$ cat src/rtl/y86_pkg.sv
// y86_pkg: Y86-64 instruction codes, RNONE and the register-specifier decode used by the decode stage.
package y86_pkg;

    typedef enum logic [3:0] {
        I_HALT   = 4'h0,
        I_NOP    = 4'h1,
        I_CMOVXX = 4'h2,
        I_IRMOVQ = 4'h3,
        I_RMMOVQ = 4'h4,
        I_MRMOVQ = 4'h5,
        I_OPQ    = 4'h6,
        I_JXX    = 4'h7,
        I_CALL   = 4'h8,
        I_RET    = 4'h9,
        I_PUSHQ  = 4'hA,
        I_POPQ   = 4'hB
    } icode_e;

    localparam logic [3:0] RNONE = 4'hF;

    function automatic logic [3:0] src_a(input logic [3:0] icode, input logic [3:0] ra, input logic [3:0] rsp);
        return (icode inside {I_CMOVXX, I_RMMOVQ, I_OPQ, I_PUSHQ}) ? ra :
               (icode inside {I_POPQ, I_RET}) ? rsp : RNONE;
    endfunction

    function automatic logic [3:0] src_b(input logic [3:0] icode, input logic [3:0] rb, input logic [3:0] rsp);
        return (icode inside {I_OPQ, I_RMMOVQ, I_MRMOVQ}) ? rb :
               (icode inside {I_PUSHQ, I_POPQ, I_CALL, I_RET}) ? rsp : RNONE;
    endfunction

    function automatic logic [3:0] dst_e(input logic [3:0] icode, input logic [3:0] rb, input logic [3:0] rsp);
        return (icode inside {I_CMOVXX, I_IRMOVQ, I_OPQ}) ? rb :
               (icode inside {I_PUSHQ, I_POPQ, I_CALL, I_RET}) ? rsp : RNONE;
    endfunction

    function automatic logic [3:0] dst_m(input logic [3:0] icode, input logic [3:0] ra);
        return (icode inside {I_MRMOVQ, I_POPQ}) ? ra : RNONE;
    endfunction

endpackage

$ cat src/rtl/y86_regfile.sv
// y86_regfile: NREG x DATA_W register file, two write ports (M port wins on a tie), two async reads.
module y86_regfile #(
    parameter int DATA_W = 64,
    parameter int NREG   = 15
) (
    input  logic              clk,
    input  logic              rst_n,
    input  logic [3:0]        we_id_i,
    input  logic [DATA_W-1:0] we_val_i,
    input  logic [3:0]        wm_id_i,
    input  logic [DATA_W-1:0] wm_val_i,
    input  logic [3:0]        ra_id_i,
    output logic [DATA_W-1:0] ra_val_o,
    input  logic [3:0]        rb_id_i,
    output logic [DATA_W-1:0] rb_val_o
);
    import y86_pkg::*;

    logic [DATA_W-1:0] regs_q [NREG];

    function automatic logic ok(input logic [3:0] id);
        return id != RNONE && 32'(id) < NREG;
    endfunction

    // M write is issued last so it overrides E when both target the same register
    always_ff @(posedge clk or negedge rst_n) begin
        if (!rst_n) begin
            for (int i = 0; i < NREG; i++) regs_q[i] <= '0;
        end else begin
            if (ok(we_id_i)) regs_q[we_id_i] <= we_val_i;
            if (ok(wm_id_i)) regs_q[wm_id_i] <= wm_val_i;
        end
    end

    assign ra_val_o = ok(ra_id_i) ? regs_q[ra_id_i] : '0;
    assign rb_val_o = ok(rb_id_i) ? regs_q[rb_id_i] : '0;

endmodule

$ cat src/rtl/y86_decode_stage.sv
// y86_decode_stage: Y86-64 decode/register-read with forwarding, load-use stall and a registered
// valid/ready output bundle.
module y86_decode_stage import y86_pkg::*; #(
    parameter int         DATA_W = 64,
    parameter int         NREG   = 15,
    parameter logic [3:0] RSP_ID = 4'd4
) (
    input  logic              clk,
    input  logic              rst_n,
    input  logic              in_valid_i,
    output logic              in_ready_o,
    input  logic [3:0]        in_icode_i,
    input  logic [3:0]        in_ifun_i,
    input  logic [3:0]        in_rA_i,
    input  logic [3:0]        in_rB_i,
    input  logic [DATA_W-1:0] in_valC_i,
    input  logic [DATA_W-1:0] in_valP_i,
    input  logic [3:0]        ex_dstE_i,
    input  logic [DATA_W-1:0] ex_valE_i,
    input  logic [3:0]        ex_dstM_i,
    input  logic [3:0]        mem_dstE_i,
    input  logic [3:0]        mem_dstM_i,
    input  logic [DATA_W-1:0] mem_valE_i,
    input  logic [DATA_W-1:0] mem_valM_i,
    input  logic [3:0]        wb_dstE_i,
    input  logic [3:0]        wb_dstM_i,
    input  logic [DATA_W-1:0] wb_valE_i,
    input  logic [DATA_W-1:0] wb_valM_i,
    output logic              out_valid_o,
    input  logic              out_ready_i,
    output logic [3:0]        out_icode_o,
    output logic [3:0]        out_ifun_o,
    output logic [DATA_W-1:0] out_valA_o,
    output logic [DATA_W-1:0] out_valB_o,
    output logic [DATA_W-1:0] out_valC_o,
    output logic [3:0]        out_dstE_o,
    output logic [3:0]        out_dstM_o,
    output logic [3:0]        out_srcA_o,
    output logic [3:0]        out_srcB_o,
    output logic              out_ins_err_o
);
    localparam int BW = 3 * DATA_W + 25;
    localparam logic [BW-1:0] BUNDLE_RST = {8'h00, {(3 * DATA_W){1'b0}}, 16'hFFFF, 1'b0};

    logic [3:0]        src_a_w, src_b_w, dst_e_w, dst_m_w;
    logic [DATA_W-1:0] rf_a, rf_b, val_a, val_b;
    logic              ins_err, hazard, accept;
    logic              valid_d, valid_q;
    logic [BW-1:0]     bundle_d, bundle_q;

    always_comb begin
        ins_err = in_icode_i > I_POPQ;
        src_a_w = ins_err ? RNONE : src_a(in_icode_i, in_rA_i, RSP_ID);
        src_b_w = ins_err ? RNONE : src_b(in_icode_i, in_rB_i, RSP_ID);
        dst_e_w = ins_err ? RNONE : dst_e(in_icode_i, in_rB_i, RSP_ID);
        dst_m_w = ins_err ? RNONE : dst_m(in_icode_i, in_rA_i);
    end

    y86_regfile #(.DATA_W(DATA_W), .NREG(NREG)) u_rf (
        .clk      (clk),
        .rst_n    (rst_n),
        .we_id_i  (wb_dstE_i),
        .we_val_i (wb_valE_i),
        .wm_id_i  (wb_dstM_i),
        .wm_val_i (wb_valM_i),
        .ra_id_i  (src_a_w),
        .ra_val_o (rf_a),
        .rb_id_i  (src_b_w),
        .rb_val_o (rf_b)
    );

    // Youngest producer first; writeback is forwarded because the regfile only updates at the edge
    function automatic logic [DATA_W-1:0] fwd(input logic [3:0] id, input logic [DATA_W-1:0] rf);
        return id == RNONE       ? '0         :
               id == ex_dstE_i   ? ex_valE_i  :
               id == mem_dstM_i  ? mem_valM_i :
               id == mem_dstE_i  ? mem_valE_i :
               id == wb_dstM_i   ? wb_valM_i  :
               id == wb_dstE_i   ? wb_valE_i  : rf;
    endfunction

    always_comb begin
        val_a = (in_icode_i inside {I_CALL, I_JXX}) ? in_valP_i : fwd(src_a_w, rf_a);
        val_b = fwd(src_b_w, rf_b);
        hazard = in_valid_i && ex_dstM_i != RNONE && (ex_dstM_i == src_a_w || ex_dstM_i == src_b_w);
        in_ready_o = (!valid_q || out_ready_i) && !hazard;
        accept = in_valid_i && in_ready_o;
        valid_d = accept || (valid_q && !out_ready_i);
        bundle_d = accept ? {in_icode_i, in_ifun_i, val_a, val_b, in_valC_i,
                             dst_e_w, dst_m_w, src_a_w, src_b_w, ins_err} : bundle_q;
    end

    always_ff @(posedge clk or negedge rst_n) begin
        if (!rst_n) begin
            valid_q  <= 1'b0;
            bundle_q <= BUNDLE_RST;
        end else begin
            valid_q  <= valid_d;
            bundle_q <= bundle_d;
        end
    end

    assign out_valid_o = valid_q;
    assign {out_icode_o, out_ifun_o, out_valA_o, out_valB_o, out_valC_o,
            out_dstE_o, out_dstM_o, out_srcA_o, out_srcB_o, out_ins_err_o} = bundle_q;

endmodule

$ cat config.mk
export PLATFORM = sky130hd
export DESIGN_NAME = y86_decode_stage
export DESIGN_NICKNAME = d
export VERILOG_FILES = /design/src/rtl/y86_pkg.sv /design/src/rtl/y86_regfile.sv /design/src/rtl/y86_decode_stage.sv
export SDC_FILE = /design/constraint.sdc
export NUM_CORES = 2
export LEC_CHECK = 0
export CORE_MARGIN = 5
export CORE_UTILIZATION = 30
export CTS_BUF_LIST = sky130_fd_sc_hd__clkbuf_16
export DETAILED_ROUTE_END_ITERATION = 8
export PLACE_DENSITY_LB_ADDON = 0.15
export SLEW_MARGIN = 10
export SYNTH_ARGS = -nofsm -noshare
export SYNTH_HDL_FRONTEND = slang
export SYNTH_HIERARCHICAL = 1
export SYNTH_SLANG_ARGS = --single-unit
$ cat constraint.sdc
create_clock -name clk -period 5.32 [get_ports clk]
set_clock_uncertainty 0.05 [all_clocks]
set_input_delay 1.064 -clock clk [delete_from_list [all_inputs] [get_ports clk]]
set_output_delay 1.064 -clock clk [all_outputs]
set_load 0.02 [all_outputs]
* After elaboration in Yosys (flattened, before gate mapping)
Cells that the tools add are included.
W data, S select, Z words.
** Operators by class
- Muxes and demuxes :: 39
- Bitwise operators :: 4
- Reductions and logical operators :: 24
- Eq/ne operators :: 29
- Order comparisons :: 11
** Operators by type and width (number)
- $bwmux W960 :: 2
- $mux W960 :: 2
- $mux W64 :: 21
- $bmux W64 S4 :: 2
- $demux W64 S4 :: 2
- $eq A4 B4 Y1 :: 12
- $mux W4 :: 10
- $eq A4 B4 Y1 const B :: 6
- $ge A5 B5 Y1 const B :: 4
- $ne A4 B4 Y1 const B :: 5
- $not A4 Y5 :: 4
- $eq A4 B3 Y1 const B :: 4
- $lt A4 B4 Y1 const B :: 4
- $logic_and A1 B1 Y1 :: 11
- $lt A5 B1 Y1 const B :: 2
- $eq A4 B2 Y1 const B :: 2
- $reduce_bool A4 Y1 :: 2
- $reduce_bool A2 Y1 :: 3
- $reduce_bool A3 Y1 :: 2
- $gt A4 B4 Y1 const B :: 1
- $logic_not A1 Y1 :: 3
- $logic_or A1 B1 Y1 :: 3
** Word-level totals
- Word-level logic and storage cells :: 124
- Output and inout bits :: 219
- Bits in registers :: 1178

* Longest topological paths before layout
- Depth after elaboration :: 17
- Gate-level depth with buffers :: 16
- Mapped depth without buffers :: 10

* Cells and area by module
Netlist, hierarchy kept.
** Modules (own cells, without submodules)
- y86_regfile :: cells each 6141, area each 61667.9 um^2, times used 1
- y86_decode_stage :: cells each 1904, area each 17291.6 um^2, times used 1

* Least setup slack after synthesis
No wires, ideal clock.
- Path kind :: input -> output
- From :: in in_icode_i[1]
- To :: out in_ready_o
- Cell stages on the path :: 11
- Data arrival time :: 3210 ps
- Required time :: 4206 ps
- Setup slack :: 996 ps
- Cell sequence :: buf_2 and2_1 buf_2 or3_1 buf_2 xor2_1 nor4_2 o21a_2 buf_6 buf_2 a21boi_1
** Between the ends
- Elaborated cells between the ends (all ways) :: 25
** RTL lines
- start, declared :: RTL line y86_decode_stage.sv:12 : input logic [3:0] in_icode_i,
- $eq A4 B3 Y1 :: RTL line y86_pkg.sv:27 : return (icode inside {I_OPQ, I_RMMOVQ, I_MRMOVQ}) ? rb :
- $reduce_bool A3 Y1 :: RTL line y86_pkg.sv:27
- $mux W4 :: RTL line y86_pkg.sv:27
- $mux W4 (*) :: RTL line y86_decode_stage.sv:54 : src_b_w = ins_err ? RNONE : src_b(in_icode_i, in_rB_i, RSP_ID);
- via src_b_w[2] :: RTL line y86_decode_stage.sv:45 : logic [3:0] src_a_w, src_b_w, dst_e_w, dst_m_w;
- $eq A4 B4 Y1 (*) :: RTL line y86_decode_stage.sv:85 : hazard = in_valid_i && ex_dstM_i != RNONE && (ex_dstM_i == src_a_w || ex_dstM_i == src_b_w);
- $logic_or A1 B1 Y1 (*) :: RTL line y86_decode_stage.sv:85
- $logic_and A1 B1 Y1 (*) :: RTL line y86_decode_stage.sv:85
- $logic_not A1 Y1 (*) :: RTL line y86_decode_stage.sv:86 : in_ready_o = (!valid_q || out_ready_i) && !hazard;
- $logic_and A1 B1 Y1 (*) :: RTL line y86_decode_stage.sv:86
- end, declared :: RTL line y86_decode_stage.sv:11 : output logic in_ready_o,
Mark *: on every way through the listed nets, which the timed path passes. The rest lies on a longest branch.

* Final worst setup path
- From :: in in_icode_i[3]
- To :: out in_ready_o
** Between the ends
- Word-level cells in the longest chain between the ends :: 10
- Elaborated cells between the ends (all ways) :: 25
** RTL lines (RTL line)
- $eq A4 B4 Y1 (on tied branches) :: y86_pkg.sv:22, y86_pkg.sv:28, y86_pkg.sv:23
- $reduce_bool A4 Y1 / $reduce_bool A2 Y1 (equally long branches) :: y86_pkg.sv:28, y86_pkg.sv:23
- $mux W4 (on tied branches) :: y86_pkg.sv:28, y86_pkg.sv:23
- $mux W4 (on tied branches) :: y86_pkg.sv:27, y86_pkg.sv:22
- $mux W4 (on tied branches) :: y86_decode_stage.sv:54, y86_decode_stage.sv:53
- $eq A4 B4 Y1 :: y86_decode_stage.sv:85
- $logic_or A1 B1 Y1 (*) :: y86_decode_stage.sv:85
- $logic_and A1 B1 Y1 (*) :: y86_decode_stage.sv:85
- $logic_not A1 Y1 (*) :: y86_decode_stage.sv:86
- $logic_and A1 B1 Y1 (*) :: y86_decode_stage.sv:86
Mark *: on every way between the ends. The rest lies on a longest branch, timed or not.

==> impl_metrics.json <==
{
  "outcome": "complete, no violations",
  "port_buffers": 710,
  "worstPathCellList": "clkdlybuf4s50_1, nand2b_1, or3_4, xor2_1, nor4_2, o21a_4, a21boi_1, clkdlybuf4s50_1",
  "rsz0062_at_grt": "no",
  "clock_latency_ns": 0.84,
  "yosysSeqAreaShare_pct": 37.36,
  "synthArstFlopShare_pct": 100.0,
  "fin_ws_ns": 0.1625,
  "vias": 73020,
  "dpl_cell_area_sq_um": 89900,
  "design_area_sq_um": 94600,
  "io_pins": 711,
  "synth-compound-area-share_pct": 18.65,
  "synth_top_family_by_area": "multiplexers",
  "cts.clk_slew.worst_paths_ns": 0.06,
  "ctsHoldBuffers": 0,
  "cts_setup_buffers": 0,
  "stdcell_count": 11950,
  "synth-seq-cells": 1178,
  "ys.flop_type": "dfrtp_1",
  "drcViolationCount": 0,
  "vias_per_cell": 6.113,
  "firstDrtPassIters": 6,
  "detail-route-antenna-nets": 0,
  "dp_slack_ns": 0.01155,
  "synth_top_area_cell": "dfrtp_1",
  "postSynthCellCount": 8045,
  "max_cap_violations": 0,
  "syn_nets": 8537,
  "synthAdderAreaFrac_pct": 0,
  "die_y_microns": 523.0,
  "fin_nets": 8772,
  "grt_pass1_vias": 71250,
  "ys_types": 71,
  "yosys-top-cells-area": "dfrtp_1 (37%), mux2i_1 (16%), mux4_2 (7.2%), o21ai_0 (4.4%), a211oi_1 (4.2%)",
  "antenna_found_initial": 57,
  "fin_crit_ns": 5.158,
  "cts-root-buf": "clkbuf_16",
  "path_class": "in2out",
  "hold_viol": 0,
  "max_freq_mhz": 193.9,
  "arrival_ns": 4.04,
  "numCtsBuffers": 153,
  "dp_hpwl_mm": 257.7,
  "finalWirelength_mm": 423.0,
  "synth_edf_count": 0,
  "syn_to_final_growth_pct": 19.80,
  "layout_commonest_cell": "mux2i_1",
  "totalPowerFinal_mw": 33.71,
  "cts_tree": "done",
  "drt_iter0_drc": 9411,
  "cts.sinks": 1178,
  "crit_top_cell": "clkdlybuf4s50_1",
  "cts_resized": 0,
  "synthSimpleGateAreaFrac_pct": 12.14,
  "num-fill-cells": 26070,
  "post_drt_wl_per_cell_microns": 35.41,
  "ir_worst_vdd_uv": 361.2,
  "avgSynthCellArea_sq_um": 9.815,
  "core_area_sq_um": 262300,
  "ys_warn_count": 6,
  "grt_usage_pct": 29.81,
  "timing.hold.ws_ns": 0.1660,
  "synth_xor_area_share_pct": 0.4881,
  "worstSetupStartpointType": "primary input",
  "setup_viol": 0,
  "totalNegativeSetupSlack_ns": 0,
  "syn_area_sq_um": 78960,
  "place.gp.congestion": 0.8711,
  "path_max_fanout": 10,
  "required_ns": 4.21,
  "powerDensity_nw_per_um2": 356.3,
  "die-area_sq_um": 273600,
  "cpPeakStageDelay_ns": 0.57,
  "muxShareOfSynthArea_pct": 24.81,
  "fin_crit_sh_pct": 96.95,
  "grt_pass1_wl_mm": 585.5,
  "fp-row-count": 188,
  "hold_path_class": "in2async",
  "crit_path_top_delay_cell": "clkdlybuf4s50_1",
  "final_core_util_pct": 36.07,
  "most-common-layout-cells": "mux2i_1 (1,294), dfrtp_1 (1,162), nand2_1 (714), clkdlybuf4s50_1 (709), o21ai_0 (689)",
  "grt_max_degree": 142,
  "leakagePower_nw": 38.44,
  "die_w_microns": 523.0,
  "drive_gt1_share_pct": 10.28,
  "h-tree-depth": 4,
  "synth_top_area_share_pct": 36.83,
  "relSlewSlack_pct": 16.18,
  "cts.path.max_buffers": 3,
  "initial_core_util_pct": 30.11,
  "dp_cells": 11640,
  "slew_viol_final": 0,
  "worst_slew_pin_slew_ns": 1.257,
  "end_kind": "output port",
  "gr-total-overflow": 0
}
==> sequential cells by signal, summed over array words and instances (netlist names) <==
signal / cells
u_rf/regs_q: 960
bundle_q: 217
out_valid_o: 1
==> cell usage after synthesis, types with 65 or more instances <==
master     number
nor2_1        526
o21ai_0       689
nand2b_1       72
mux2i_1      1294
nand2_1       718
mux4_2        254
o21ai_1       165
and3_1         88
a211oi_1      441
a211o_1        65
inv_1          67
nor2b_1       281
a2111oi_1     111
buf_2         205
a21oi_1       280
dfrtp_1      1162
nand4_1       140
buf_4         102
nor3_1         72
mux2_1         77
clkbuf_1      508
==> critical path: cells and delay by family <==
family	cells	cell delay, ns
simple gates	3	1.37
buf+inv	2	1.11
compound gates	2	0.30
xor+xnor	1	0.19
==> cell families after synthesis <==
logic type,Yosys count
DFF,1178
muxes,1627
AOI/OAI and AO/OA,2200
buffers and inverters,1003
and+or+nand+nor,1993
xor gates and xnor gates,44
==> cell type report <==
type	count	area (sq um)	share of cell area (%)
inverter	67	269.0	0.2844
tap	3515	4398	4.649
clock buffer	159	3979	4.206
clock inverter	113	639.4	0.6759
timing repair buffer	1016	11150	11.79
antenna	33	82.58	0.08730
multi-input combinational	5864	44580	47.12
sequential	1178	29500	31.18
==> layer usage <==
layer	vias up	routed length, microns	track usage [%]
li1	30410	-	-
met1	37380	174100	39.44
met2	4197	188400	45.74
met3	1003	35430	6.382
met4	26	24950	15.75
met5	-	151	0
==> final timing paths <==
| path | startpoint | end | slack, ns | cells past startpoint |
|---|---|---|---|---|
| setup / recovery | in_icode_i[3] | in_ready_o | 0.16 | 8 |
| hold / removal | rst_n | u_rf/regs_q[894] | 0.17 | 1 |
| setup reg to reg | out_valid_o | bundle_q[108] | 2.24 | 7 |
| hold reg to reg | bundle_q[36] | bundle_q[36] | 0.43 | 1 |
| max in group asynchronous | rst_n | bundle_q[104] | 3.55 | 2 |
| min in group clk | bundle_q[36] | bundle_q[36] | 0.43 | 1 |
==> report_power, final <==
group / leakage [nW] / switching [mW] / total (mW) / internal [mW]
Clock: 2.45 / 4.47 / 10.0 / 5.56
Combinational: 21.8 / 5.80 / 10.7 / 4.87
Sequential: 14.2 / 1.92 / 13.0 / 11.1
Total: 38.4 / 12.2 / 33.7 / 21.5
No activity file was read; power rests on OpenSTA's default activity.
